--- config.mk ---
export PLATFORM = sky130hd
export DESIGN_NAME = fetch_stage
export DESIGN_NICKNAME = d
export VERILOG_FILES = /design/src/rtl/fetch_stage.sv
export SDC_FILE = /design/constraint.sdc
export NUM_CORES = 1
export LEC_CHECK = 0
export CAP_MARGIN = 20
export CORE_ASPECT_RATIO = 1.25
export CORE_UTILIZATION = 50
export CTS_BUF_LIST = sky130_fd_sc_hd__clkbuf_8
export CTS_CLUSTER_SIZE = 10
export DETAILED_ROUTE_END_ITERATION = 7
export GPL_ROUTABILITY_DRIVEN = 0
export PLACE_DENSITY = 0.85
export RECOVER_POWER = 25
export SYNTH_ARGS = -nofsm -noshare
export SYNTH_HDL_FRONTEND = slang
export SYNTH_SLANG_ARGS = --single-unit
--- constraint.sdc ---
create_clock -name CLK -period 2.6 [get_ports CLK]
set_input_delay 0.52 -clock CLK [delete_from_list [all_inputs] [get_ports CLK]]
set_output_delay 0.52 -clock CLK [all_outputs]
set_load 0.02 [all_outputs]
--- src/rtl/fetch_stage.sv ---
// Purpose: MIPS instruction-fetch stage; owns the PC, reads imem over req/ack, presents words to decode.
// Latency: ack in the first request cycle gives instr_valid on the next cycle; at most 1 instr per 2 cycles.
// Backpressure: Instr/PC_out/PC_plus4 hold while instr_ready=0; no new request is issued until it is consumed.
//
// Ports:
//   CLK, reset (async, active-low)
//   imem_req/imem_addr out, imem_ack/imem_data in     : instruction memory read handshake
//   instr_valid out, instr_ready in                    : decode handshake
//   Instr, PC_out, PC_plus4 out                        : fetched word, its address, address + PC_STEP
//   redirect, redirect_pc in                           : branch/jump target load (low 2 bits cleared)
module fetch_stage #(
    parameter logic [31:0] RESET_PC = 32'h0000_0000,
    parameter logic [31:0] PC_STEP  = 32'd4
) (
    input  logic        CLK,
    input  logic        reset,
    output logic        imem_req,
    output logic [31:0] imem_addr,
    input  logic        imem_ack,
    input  logic [31:0] imem_data,
    output logic        instr_valid,
    input  logic        instr_ready,
    output logic [31:0] Instr,
    output logic [31:0] PC_out,
    output logic [31:0] PC_plus4,
    input  logic        redirect,
    input  logic [31:0] redirect_pc
);

    typedef enum logic [1:0] {
        FETCH = 2'b00,
        HOLD  = 2'b01,
        DRAIN = 2'b10
    } state_t;

    state_t      state, state_nxt;
    logic        run;            // low only in the first cycle after reset release
    logic [31:0] pc, pc_nxt;
    logic [31:0] drain_addr, drain_addr_nxt;
    logic [31:0] pc_inc;
    logic [31:0] tgt;
    logic        cap;
    logic        valid_nxt;

    assign pc_inc = pc + PC_STEP;                    // wraps modulo 2^32
    assign tgt    = redirect_pc & 32'hFFFF_FFFC;

    always_comb begin
        state_nxt      = state;
        pc_nxt         = pc;
        drain_addr_nxt = drain_addr;
        valid_nxt      = instr_valid;
        cap            = 1'b0;
        imem_req       = 1'b0;
        imem_addr      = pc;
        case (state)
            FETCH: begin
                imem_req = run;
                if (redirect) begin
                    // A redirect always wins: returned data is dropped, and a
                    // request that is still outstanding has to be drained.
                    pc_nxt = tgt;
                    if (run && !imem_ack) begin
                        state_nxt      = DRAIN;
                        drain_addr_nxt = pc;
                    end
                end else if (run && imem_ack) begin
                    cap       = 1'b1;
                    pc_nxt    = pc_inc;
                    valid_nxt = 1'b1;
                    state_nxt = HOLD;
                end
            end
            HOLD: begin
                if (redirect) begin
                    pc_nxt    = tgt;
                    valid_nxt = 1'b0;
                    state_nxt = FETCH;
                end else if (instr_ready) begin
                    valid_nxt = 1'b0;
                    state_nxt = FETCH;
                end
            end
            DRAIN: begin
                // Keep presenting the abandoned address until memory answers;
                // pc already holds the newest target.
                imem_req  = 1'b1;
                imem_addr = drain_addr;
                valid_nxt = 1'b0;
                if (redirect) pc_nxt = tgt;
                if (imem_ack) state_nxt = FETCH;
            end
            default: begin
                state_nxt = FETCH;
                valid_nxt = 1'b0;
            end
        endcase
    end

    always_ff @(posedge CLK or negedge reset) begin
        if (!reset) begin
            state       <= FETCH;
            run         <= 1'b0;
            pc          <= RESET_PC;
            drain_addr  <= RESET_PC;
            instr_valid <= 1'b0;
            Instr       <= 32'd0;
            PC_out      <= 32'd0;
            PC_plus4    <= 32'd0;
        end else begin
            state       <= state_nxt;
            run         <= 1'b1;
            pc          <= pc_nxt;
            drain_addr  <= drain_addr_nxt;
            instr_valid <= valid_nxt;
            if (cap) begin
                Instr    <= imem_data;
                PC_out   <= pc;
                PC_plus4 <= pc_inc;
            end
        end
    end

endmodule

==> results of run 1 <==
[per-stage QoR]
stage,hold slack (ns),instances,setup slack [ns],TNS (ns)
5_1_grt,0.515,1010,0.0133,0
4_1_cts,0.488,1009,-0.00758,-0.0123
2_1_floorplan,0.224,652,0.496,0
3_5_place_dp,0.470,976,0.191,0
3_3_place_gp,0.461,976,0.268,0
6_report,0.485,1010,0.0842,0
[cells by family (layout without fill, tap and decap cells)]
group	count (synthesis)	after routing	synth area share (%)
xor+xnor	28	28	3.32
fa+ha+maj	4	4	0.677
flops	156	156	52.8
buf+inv	69	249	5.06
compound gates	123	123	9.89
other cells	2	7	0.102
simple gates	148	148	10.3
mux	117	117	17.8
[routing by layer]
layer	part of all wire [%]	global-route usage (%)	vias up
met3	6.2	5.51	40
met5	0	0	-
met4	3.2	12.7	0
met1	38	26.9	2842
li1	-	-	2610
met2	53	42.4	226
[cells in the mapped netlist, types with 10 or more instances]
cell type,instances
xnor2_1,11
a21oi_1,30
nand3_1,20
o22ai_1,13
dfrtp_1,156
and3_1,13
clkbuf_1,31
o21ai_0,50
nor2_1,19
mux2_2,117
a2bb2oi_1,10
nand2_1,68
xor2_1,17
[flip-flops by register name, summed over array words and instances (netlist names)]
name         cells
instr_valid      1
PC_out          30
Instr           32
pc              30
state            2
run              1
drain_addr      30
PC_plus4        30
[layout make-up]
class | instances | area [µm²] | share of cell area [%]
sequential | 156 | 3900 | 39.6
multi-input combinational | 427 | 3180 | 32.3
timing repair buffer | 211 | 2090 | 21.2
clock buffer | 21 | 289 | 2.93
tap | 178 | 223 | 2.26
clock inverter | 11 | 141 | 1.43
inverter | 6 | 27.5 | 0.279
[worst reg2reg max path: stages (launching register included)]
cell and delay, ns:
dfrtp_1 0.42, inv_1 0.08, ha_2 0.40, and3b_1 0.23
o22a_2 0.25, nand2_1 0.31, nor2_1 0.07, a221o_1 0.36
[power groups by stage]
stage	clock network, mW	logic (mW)	registers [mW]
after floorplan	0	3.38	5.11
after global placement	0	6.47	4.61
after detailed placement	0	6.68	4.71
after CTS	1.97	6.51	4.67
after global routing	2.06	6.93	4.83
final	1.92	6.49	4.67
[timing repair]
| action | in CTS | in global routing |
|---|---|---|
| hold buffers | 1 | 0 |
| gates cloned | 0 | 1 |
| hold endpoints to repair | 21 | 0 |
| endpoints found under the setup margin | 31 | 28 |
| resized for setup | 35 | 3 |
[worst min path at each step]
stage	start	to	slack, ns	depth (start not counted)
final	PC_plus4[19]	PC_plus4[19]	0.48	2
after global routing	drain_addr[4]	drain_addr[4]	0.52	1
after CTS	PC_plus4[9]	PC_plus4[9]	0.49	2
after global placement	PC_plus4[2]	PC_plus4[2]	0.46	2
after detailed placement	PC_plus4[9]	PC_plus4[9]	0.47	2
after floorplan	reset	Instr[0]	0.22	0
==> parameters.txt, run 1 <==
Parameter                              Value

Setup path
  Worst Path Max Fanout    13
  Buf/Inv on CP    3
  Top Family by Delay on Critical Path    buffers and inverters
  Reg2reg end    pc[20]
  Setup slack of the most critical reg-to-reg path    0.38 ns
  End of the critical path    imem_addr[14]
  Worst Path Class, Setup    reg -> out
  Crit path depth    5
  Delay contributed by the slowest stage of the critical path    0.42 ns
  Critical-path top delay cell    dfrtp_1
  Worst Path Required    2.08 ns
  Startpoint of the lowest-slack register-to-register path    state[1]
  Critical path startpoint    state[0]
  Cells on worst reg2reg path    7
  Kind of start point of the critical path    flip-flop
  WP data arrival    2.00 ns
  Worst path cell trace    inv_2 > ha_4 > buf_8 > mux2_2 > dlygate4sd2_1
  Kind of end point of the critical path    primary output

Drt
  Number of routed nets with antenna violations    0
  Average vias per placed instance    5.66
  Total number of vias    5718
  Detailed-route wire length per cell    18.1 µm
  Routed wire length    18300 µm
  Violation count after the first detailed-routing iteration    258
  Drt first pass iters    5
  Final routed DRC violation total    0

Power and ir drop
  Static Leak    4.18 nW
  Power, Total    13.1 mW
  Worst ir drop on vdd    0.804 mV
  Net switching component of the power    5.22 mW
  Comb power frac    49.6%
  Flop pwr share    35.7%
  P per Cell Area    1330 nW/µm²
  Internal cell power    7.87 mW
  Switch share    39.9%
  Clock Power Share    14.7%

Yosys
  Cells after synthesis    647
  Top FF cell, synth    dfrtp_1
  Sequential-to-total area share from yosys stat    52.8%
  Yosys warning total    0
  Number of distinct library cells after synthesis    50
  Yosys top cell area share    52.8%
  Number of register bits inferred by synthesis    156
  Count of flip-flops with a built-in enable after synthesis    0
  Fraction of registers with async set or reset after synthesis    100%
  Top cell type by total area after synthesis    dfrtp_1
  Syn Std Cell Area    7390 µm²
  Mean instance size in the synthesized netlist    11.4 µm²
  Largest cells by area after synthesis    dfrtp_1, mux2_2, nand2_1

Final layout
  Number of antenna repair diodes    0
  Final Core Density    68.4%
  Top library cells by usage in the layout, fill and taps aside    clkdlybuf4s50_1, dfrtp_1, mux2_2
  Share of post-route cells with drive strength above 1    22.4%
  Final net count    892
  Most common cell after layout, fill and taps aside    clkdlybuf4s50_1
  Cell area after layout    9860 µm²
  Signed area change from the synthesized netlist to the final layout    33.3%
  Layout filler cell count    1075

Timing
  RSZ-0062 raised after global routing    no
  Setup violations, final    0
  Final clock period utilization by the worst path    96.8%
  Worst slew margin relative to its limit    11.3%
  Number of slew-limit violations in the final report    0
  Hold violation count in the final report    0
  FMAX    397 MHz
  Slew at the pin closest to its max-slew limit    1.33 ns
  Final worst clock skew    0.0133 ns
  Final critical-path required period    2.52 ns

Clocking
  Clock tree from TritonCTS    yes
  Reg clk slew, reported paths    0.08 ns
  Clock Path Buffers    2
  Post-CTS Repair Setup Buffers    0
  Clock tree root buffer cell    clkbuf_8
  # clock sinks    156
  Clock buffers created by TritonCTS    17
  Clock Latency Late Sink    0.46 ns
  H-tree lvl count    4

Place
  Placed wire-length estimate    12800 µm
  Port bufs    190
  Dpl cell area    9420 µm²

Global route
  All-Layer GR Usage    23.9%
  Largest net degree at the start of global routing    64
  Number of global-route vias before repair    5763
  Initial antenna violation count    0
  Grt ovf    0
  Wire length of the first global-routing pass    28800 µm

Floorplan
  Die ar.    15300 µm²
  Site Rows    49
  Total core area    14400 µm²
  Initial core utilization    51.3%
  Count of pins on the block boundary    199
  Die extent in y    138 µm
  Die outline width    111 µm

Run status
  Run status    complete, no violations

Job
  Total of max-cap violations    0

Hold path
  Classification of the worst-slack hold path    reg -> reg
No activity file was read; power rests on OpenSTA's default activity.
==> run 2: changes to the inputs <==
--- a/config.mk
+++ b/config.mk
@@ -9,11 +9,13 @@
 export CORE_ASPECT_RATIO = 1.25
 export CORE_UTILIZATION = 50
 export CTS_BUF_LIST = sky130_fd_sc_hd__clkbuf_8
+export CTS_CLUSTER_DIAMETER = 120
 export CTS_CLUSTER_SIZE = 10
 export DETAILED_ROUTE_END_ITERATION = 7
 export GPL_ROUTABILITY_DRIVEN = 0
-export PLACE_DENSITY = 0.85
+export PLACE_DENSITY = 0.82
 export RECOVER_POWER = 25
 export SYNTH_ARGS = -nofsm -noshare
 export SYNTH_HDL_FRONTEND = slang
 export SYNTH_SLANG_ARGS = --single-unit
+export TNS_END_PERCENT = 30
==> parameters.txt, run 2 (synthesis gave the netlist of run 1 again) <==
Parameter                              Value

Timing
  Worst setup margin    0.0790 ns (-0.00512 ns)
  Hold violation count in the final report    0 (unchanged)
  Final worst clock skew    0.0119 ns (-0.00140 ns)
  Slew at the pin closest to its max-slew limit    1.80 ns (+0.474 ns)
  Number of slew-limit violations in the final report    73 (+73)
  Worst slew margin relative to its limit    -20.3% (-32 points)
  Final critical-path required period    2.52 ns (+0.00512 ns)
  FMAX    397 MHz (-0.20%)
  Setup violations, final    0 (unchanged)
  RSZ-0062 raised after global routing    no
  Final clock period utilization by the worst path    97.0% (+0.20 points)

Floorplan
  Die ar.    15300 µm² (unchanged)
  Initial core utilization    51.3% (unchanged)
  Count of pins on the block boundary    199 (unchanged)
  Die extent in y    138 µm (unchanged)
  Die outline width    111 µm (unchanged)
  Site Rows    49 (unchanged)
  Total core area    14400 µm² (unchanged)

Final layout
  Signed area change from the synthesized netlist to the final layout    33.6%
  Final net count    894 (+0.22%)
  Most common cell after layout, fill and taps aside    clkdlybuf4s50_1
  Number of standard cells in the final layout excluding fillers    1012 (+0.20%)
  Cell area after layout    9870 µm² (+0.18%)
  Number of antenna repair diodes    0 (unchanged)
  Share of post-route cells with drive strength above 1    22.4% (+0.066 points)
  Largest register FFs    32 (unchanged)
  Top library cells by usage in the layout, fill and taps aside    clkdlybuf4s50_1, dfrtp_1, mux2_2
  Register name with the most flops    Instr

Global route
  Largest net degree at the start of global routing    73 (+14%)
  Wire length of the first global-routing pass    29500 µm (+2.7%)
  Grt ovf    0 (unchanged)
  Met2 capacity usage during global routing    43.7% (+1.3 points)
  Met1 Resource Use GR    28.9% (+2.0 points)
  Initial antenna violation count    0 (unchanged)
  Met3 Usage GRT    6.03% (+0.52 points)
  Number of global-route vias before repair    5805 (+0.73%)
  All-Layer GR Usage    24.6% (+0.69 points)
  Most used routing layer in global routing    met2

Clocking
  Clock Latency Late Sink    0.46 ns (about the same)
  Clock buffers created by TritonCTS    17 (unchanged)
  Clock Path Buffers    2 (unchanged)
  Clock tree root buffer cell    clkbuf_8
  Clock tree from TritonCTS    yes
  # clock sinks    156 (unchanged)
  H-tree lvl count    4 (unchanged)
  Number of hold buffers added after CTS    0 (-1)
  Reg clk slew, reported paths    0.08 ns (about the same)

Setup path
  Kind of start point of the critical path    flip-flop
  Cells on worst reg2reg path    5 (-2)
  Worst Path Class, Setup    reg -> out
  Startpoint of the lowest-slack register-to-register path    pc[8]
  Reg2reg end    pc[19]
  Worst Path Required    2.08 ns (about the same)
  Setup slack of the most critical reg-to-reg path    0.41 ns (+0.03 ns)
  WP data arrival    2.00 ns (about the same)
  Kind of end point of the critical path    primary output
  Worst Path Max Fanout    10 (-3)

Place
  Post-Place Setup Slack    0.228 ns (+0.0368 ns)
  Placed wire-length estimate    13100 µm (+2.3%)
  Port bufs    190 (unchanged)
  Count of placed standard cells including taps    979 (+0.31%)
  Dpl cell area    9450 µm² (+0.37%)

Drt
  Detailed-route wire length per cell    18.1 µm (+0.36%)
  Violation count after the first detailed-routing iteration    309 (+20%)
  Final routed DRC violation total    0 (unchanged)
  Total number of vias    5689 (-0.51%)
  Average vias per placed instance    5.62 (-0.70%)
  Number of routed nets with antenna violations    0 (unchanged)
  Drt first pass iters    4 (-1)
  Routed wire length    18400 µm (+0.56%)

Hold path
  Startpoint of the most critical hold path    PC_plus4[8]
  Depth of the worst hold-timing path    2 (unchanged)
  Hold Path End    PC_plus4[8]
  Classification of the worst-slack hold path    reg -> reg

Power and ir drop
  P per Cell Area    1330 nW/µm² (+0.45%)
  Worst ir drop on vdd    0.777 mV (-3.4%)
  Static Leak    4.18 nW (+0.11%)

Job
  Total of max-cap violations    1 (+1)

Run status
  Run status    finished with violations
  Violations in the final reports    max-capacitance violations, max-slew violations
[run 2: cell types whose count changed in the layout (fill, tap and decap cells not counted), sizes merged]
cell,previous run,this run
buf,18,20
clkbuf,24,25
clkinvlp,1,2
inv,9,10
dlygate4sd3,1,0
clkinv,4,2
[run 2: routing by layer]
metal / part of all wire (%) / vias up / routed length [µm]
li1: - / 2619 / -
met1: 40 / 2823 / 7300
met2: 52 / 217 / 9630
met3: 5.3 / 30 / 982
met4: 2.4 / 0 / 446
met5: 0 / - / 0
[run 2: how the worst max path moves through the flow]
stage,startpoint,end,slack [ns],cells after the start
after floorplan,state[0],imem_addr[11],0.50,5
after global placement,state[0],imem_addr[3],0.25,5
after detailed placement,state[0],imem_addr[3],0.23,5
after CTS,state[0],imem_addr[12],-0.005,5
after global routing,state[0],imem_addr[3],0.002,5
final,state[0],imem_addr[30],0.08,5
[run 2: final cells by class]
type                       count  area, µm²
clock buffer                  21        289
fill                        1103       4530
multi-input combinational    427       3180
sequential                   156       3900
timing repair buffer         213       2110
inverter                       6       27.5
tap                          178        223
clock inverter                11        143
[run 2: worst max-delay path: stages, from the launching register on]
cell           delay [ns]
dfrtp_1              0.42
inv_2                0.10
ha_4                 0.19
clkbuf_16            0.18
mux2_2               0.33
dlygate4sd2_1        0.32
[run 2: per-stage QoR]
step / power (mW) / setup TNS (ns) / hold WS [ns] / util, %
2_1_floorplan: 8.48 / 0 / 0.224 / -
3_3_place_gp: 11.2 / 0 / 0.462 / 65.6
3_5_place_dp: 11.4 / 0 / 0.469 / 65.6
4_1_cts: 13.2 / -0.00998 / 0.0735 / 68.4
5_1_grt: 13.9 / 0 / 0.514 / 68.5
6_report: 13.2 / 0 / 0.483 / 68.5
[run 2: timing repair]
item	4_1_cts	5_1_grt
setup buffers	0	0
gates resized for setup	34	5
endpoints found under the setup margin	31	28
endpoints found under the hold margin	0	0
gates cloned	0	1
[run 2: where the power goes]
part / leakage [nW] / internal [mW] / switching [mW]
clock network: 0.222 / 1.05 / 0.892
registers: 1.87 / 3.62 / 1.04
logic: 2.09 / 3.25 / 3.32
total: 4.18 / 7.91 / 5.26
==> run 3: changes to the inputs <==
--- a/config.mk
+++ b/config.mk
@@ -5,6 +5,7 @@
 export SDC_FILE = /design/constraint.sdc
 export NUM_CORES = 1
 export LEC_CHECK = 0
+export ABC_AREA = 1
 export CAP_MARGIN = 20
 export CORE_ASPECT_RATIO = 1.25
 export CORE_UTILIZATION = 50
@@ -14,7 +15,7 @@
 export DETAILED_ROUTE_END_ITERATION = 7
 export GPL_ROUTABILITY_DRIVEN = 0
 export PLACE_DENSITY = 0.82
-export RECOVER_POWER = 25
+export RECOVER_POWER = 100
 export SYNTH_ARGS = -nofsm -noshare
 export SYNTH_HDL_FRONTEND = slang
 export SYNTH_SLANG_ARGS = --single-unit
==> parameters.txt, run 3 <==
Parameter                              Value

Clocking
  Clock tree root buffer cell    clkbuf_8
  Reg clk slew, reported paths    0.08 ns (about the same)
  Clock Path Buffers    2 (unchanged)
  Clock buffers created by TritonCTS    17 (unchanged)
  H-tree lvl count    4 (unchanged)
  # clock sinks    156 (unchanged)
  Clock Latency Late Sink    0.45 ns (about the same)
  Clock tree from TritonCTS    yes

Setup path
  Kind of end point of the critical path    primary output
  Worst Path Max Fanout    36 (+26)
  Kind of start point of the critical path    flip-flop
  WP data arrival    1.92 ns (-0.08 ns)
  Critical-path top delay cell    dfrtp_1
  Worst Path Class, Setup    reg -> out
  Worst path cell trace    inv_1 > ha_2 > buf_6 > nand2_1 > o21ai_0 > dlygate4sd2_1
  Delay contributed by the slowest stage of the critical path    0.41 ns (about the same)
  Worst Path Required    2.08 ns (about the same)

Yosys
  Count of flip-flops with a built-in enable after synthesis    0 (unchanged)
  Cells after synthesis    950 (+47%)
  Largest cells by area after synthesis    dfrtp_1, nand2_1, o21ai_0
  Yosys top cell area share    53.2% (+0.37 points)
  Top cell type by total area after synthesis    dfrtp_1
  Most common library cells after synthesis    nand2_1, dfrtp_1, nor2_1, o21ai_0, inv_1
  Sequential-to-total area share from yosys stat    53.2% (+0.37 points)
  Number of register bits inferred by synthesis    156 (unchanged)
  Fraction of registers with async set or reset after synthesis    100% (unchanged)
  Top FF cell, synth    dfrtp_1
  Yosys warning total    0 (unchanged)
  Most frequent cell after synthesis    nand2_1
  Mean instance size in the synthesized netlist    7.73 µm² (-32%)
  Syn Std Cell Area    7340 µm² (-0.69%)
  Number of distinct library cells after synthesis    26 (-48%)

Timing
  Setup violations, final    0 (unchanged)
  Final total negative setup slack    0 ns (unchanged)
  Hold violation count in the final report    0 (unchanged)
  Final-layout worst hold slack    0.433 ns (-0.0496 ns)
  FMAX    410 MHz (+3.2%)
  Final worst clock skew    0.0100 ns (-0.00189 ns)
  Final critical-path required period    2.44 ns (-0.0791 ns)
  Slew at the pin closest to its max-slew limit    1.50 ns (-0.301 ns)
  Number of slew-limit violations in the final report    61 (-16%)
  Worst setup margin    0.158 ns (+0.0791 ns)
  Final clock period utilization by the worst path    93.9% (-3.0 points)
  RSZ-0062 raised after global routing    no
  Worst slew margin relative to its limit    -0.198% (+20 points)

Global route
  Initial antenna violation count    0 (unchanged)
  Number of global-route vias before repair    6319 (+8.9%)
  Met3 Usage GRT    5.39% (-0.64 points)
  Largest net degree at the start of global routing    65 (-11%)
  All-Layer GR Usage    26.6% (+2.0 points)
  Most used routing layer in global routing    met2
  Wire length of the first global-routing pass    30900 µm (+4.5%)
  Met2 capacity usage during global routing    43.4% (-0.24 points)
  Met1 Resource Use GR    34.9% (+6.0 points)
  Grt ovf    0 (unchanged)

Final layout
  Cell area after layout    9740 µm² (-1.3%)
  Top library cells by usage in the layout, fill and taps aside    nand2_1, dfrtp_1, o21ai_0
  Number of standard cells in the final layout excluding fillers    1316 (+30%)
  Area used by multi-input combinational logic    3030 µm² (-4.6%)
  Largest register FFs    32 (unchanged)
  Final net count    1202 (+34%)
  Final Core Density    67.9% (-0.63 points)
  Sequential cell area in the final layout    3900 µm² (unchanged)
  Layout filler cell count    1215 (+10%)
  Signed area change from the synthesized netlist to the final layout    32.7%
  Share of post-route cells with drive strength above 1    5.01% (-17 points)
  Most common cell after layout, fill and taps aside    nand2_1
  Number of antenna repair diodes    0 (unchanged)
  Register name with the most flops    Instr

Drt
  Detailed-route wire length per cell    14.7 µm (-19%)
  Routed wire length    19300 µm (+5.1%)
  Violation count after the first detailed-routing iteration    510 (+65%)
  Average vias per placed instance    5.18 (-7.9%)
  Total number of vias    6811 (+20%)
  Drt first pass iters    5 (+1)
  Number of routed nets with antenna violations    0 (unchanged)
  Final routed DRC violation total    0 (unchanged)

Power and ir drop
  Static Leak    4.78 nW (+14%)
  Power, Total    12.5 mW (-4.7%)
  Worst ir drop on vdd    0.643 mV (-17%)
  P per Cell Area    1290 nW/µm² (-3.4%)

Floorplan
  Initial core utilization    51.2% (-0.14 points)
  Die outline width    110 µm (-0.34%)
  Die extent in y    137 µm (-0.34%)
  Die ar.    15200 µm² (-0.68%)
  Count of pins on the block boundary    199 (unchanged)
  Site Rows    49 (unchanged)
  Total core area    14300 µm² (-0.43%)

Hold path
  Classification of the worst-slack hold path    in -> async

Run status
  Run status    finished with violations
  Violations in the final reports    max-capacitance violations, max-slew violations

Place
  Port bufs    190 (unchanged)
  Post-Place Setup Slack    0.290 ns (+0.0626 ns)
  Dpl cell area    9440 µm² (-0.11%)
  Count of placed standard cells including taps    1288 (+32%)
  Placed wire-length estimate    13800 µm (+5.7%)

Job
  Total of max-cap violations    1 (unchanged)
## run 3: cell count changes in the layout (fill, tap and decap cells not counted), moves of 11 or more
cell / change
nand2_1: +326
mux2_2: -117
clkdlybuf4s50_1: -93
dlygate4sd3_1: +93
nor2_1: +77
o21ai_0: +68
inv_1: +40
a21oi_1: -28
nand3_1: +16
buf_4: -14
and3_1: -13
a31oi_1: +11
xnor2_1: -11
## run 3: timing repair
action / 4_1_cts / 5_1_grt
hold buffers: 0 / 0
endpoints found under the hold margin: 0 / 0
setup buffers: 0 / 0
gates resized for setup: 30 / 2
endpoints found under the setup margin: 31 / 6
cloned: 0 / 0
## run 3: kinds of logic (layout without fill, tap and decap cells)
| logic type | count (synthesis) | count (layout) | share of synthesized area [%] |
|---|---|---|---|
| simple gates | 541 | 541 | 29.3 |
| flops | 156 | 156 | 53.2 |
| buf+inv | 97 | 280 | 5.73 |
| xor+xnor | 7 | 7 | 0.835 |
| fa+ha+maj | 4 | 4 | 0.682 |
| other cells | 2 | 7 | 0.102 |
| compound gates | 143 | 143 | 10.1 |
## run 3: per-layer routing
layer | vias to the layer above | part of all wire (%)
li1 | 3341 | -
met1 | 3178 | 42
met3 | 50 | 6.4
met5 | - | 0
met2 | 242 | 49
met4 | 0 | 2.8
## run 3: path summary, 6_finish.rpt
path                       slack, ns  cells past startpoint       endpoint      start
min in group CLK                0.47                      2      Instr[21]  Instr[21]
hold reg to reg                 0.47                      2      Instr[21]  Instr[21]
max in group asynchronous       0.64                      2          pc[5]      reset
setup reg to reg                0.27                      7   PC_plus4[19]   state[0]
setup / recovery                0.16                      6  imem_addr[22]   state[0]
hold / removal                  0.43                      1       Instr[1]      reset
## run 3: cell type report
type | instances | share of cell area (%)
inverter | 48 | 1.86
multi-input combinational | 702 | 31.1
tap | 178 | 2.29
timing repair buffer | 204 | 20.1
clock inverter | 8 | 1.72
sequential | 156 | 40.1
clock buffer | 20 | 2.83
## run 3: critical path: cells and delay by family (launching register included)
kind / cells / cell delay (ns)
buffers and inverters: 3 / 0.69
flip-flops: 1 / 0.41
adder cells (fa/ha/maj): 1 / 0.20
AO/OA/AOI/OAI: 1 / 0.10
AND/OR/NAND/NOR: 1 / 0.07
## run 3: report_power, final
part | total, mW | switching [mW] | internal [mW]
combinational | 6.14 | 3.85 | 2.29
sequential | 4.35 | 0.750 | 3.60
clock | 2.06 | 0.859 | 1.20
total | 12.5 | 5.45 | 7.09
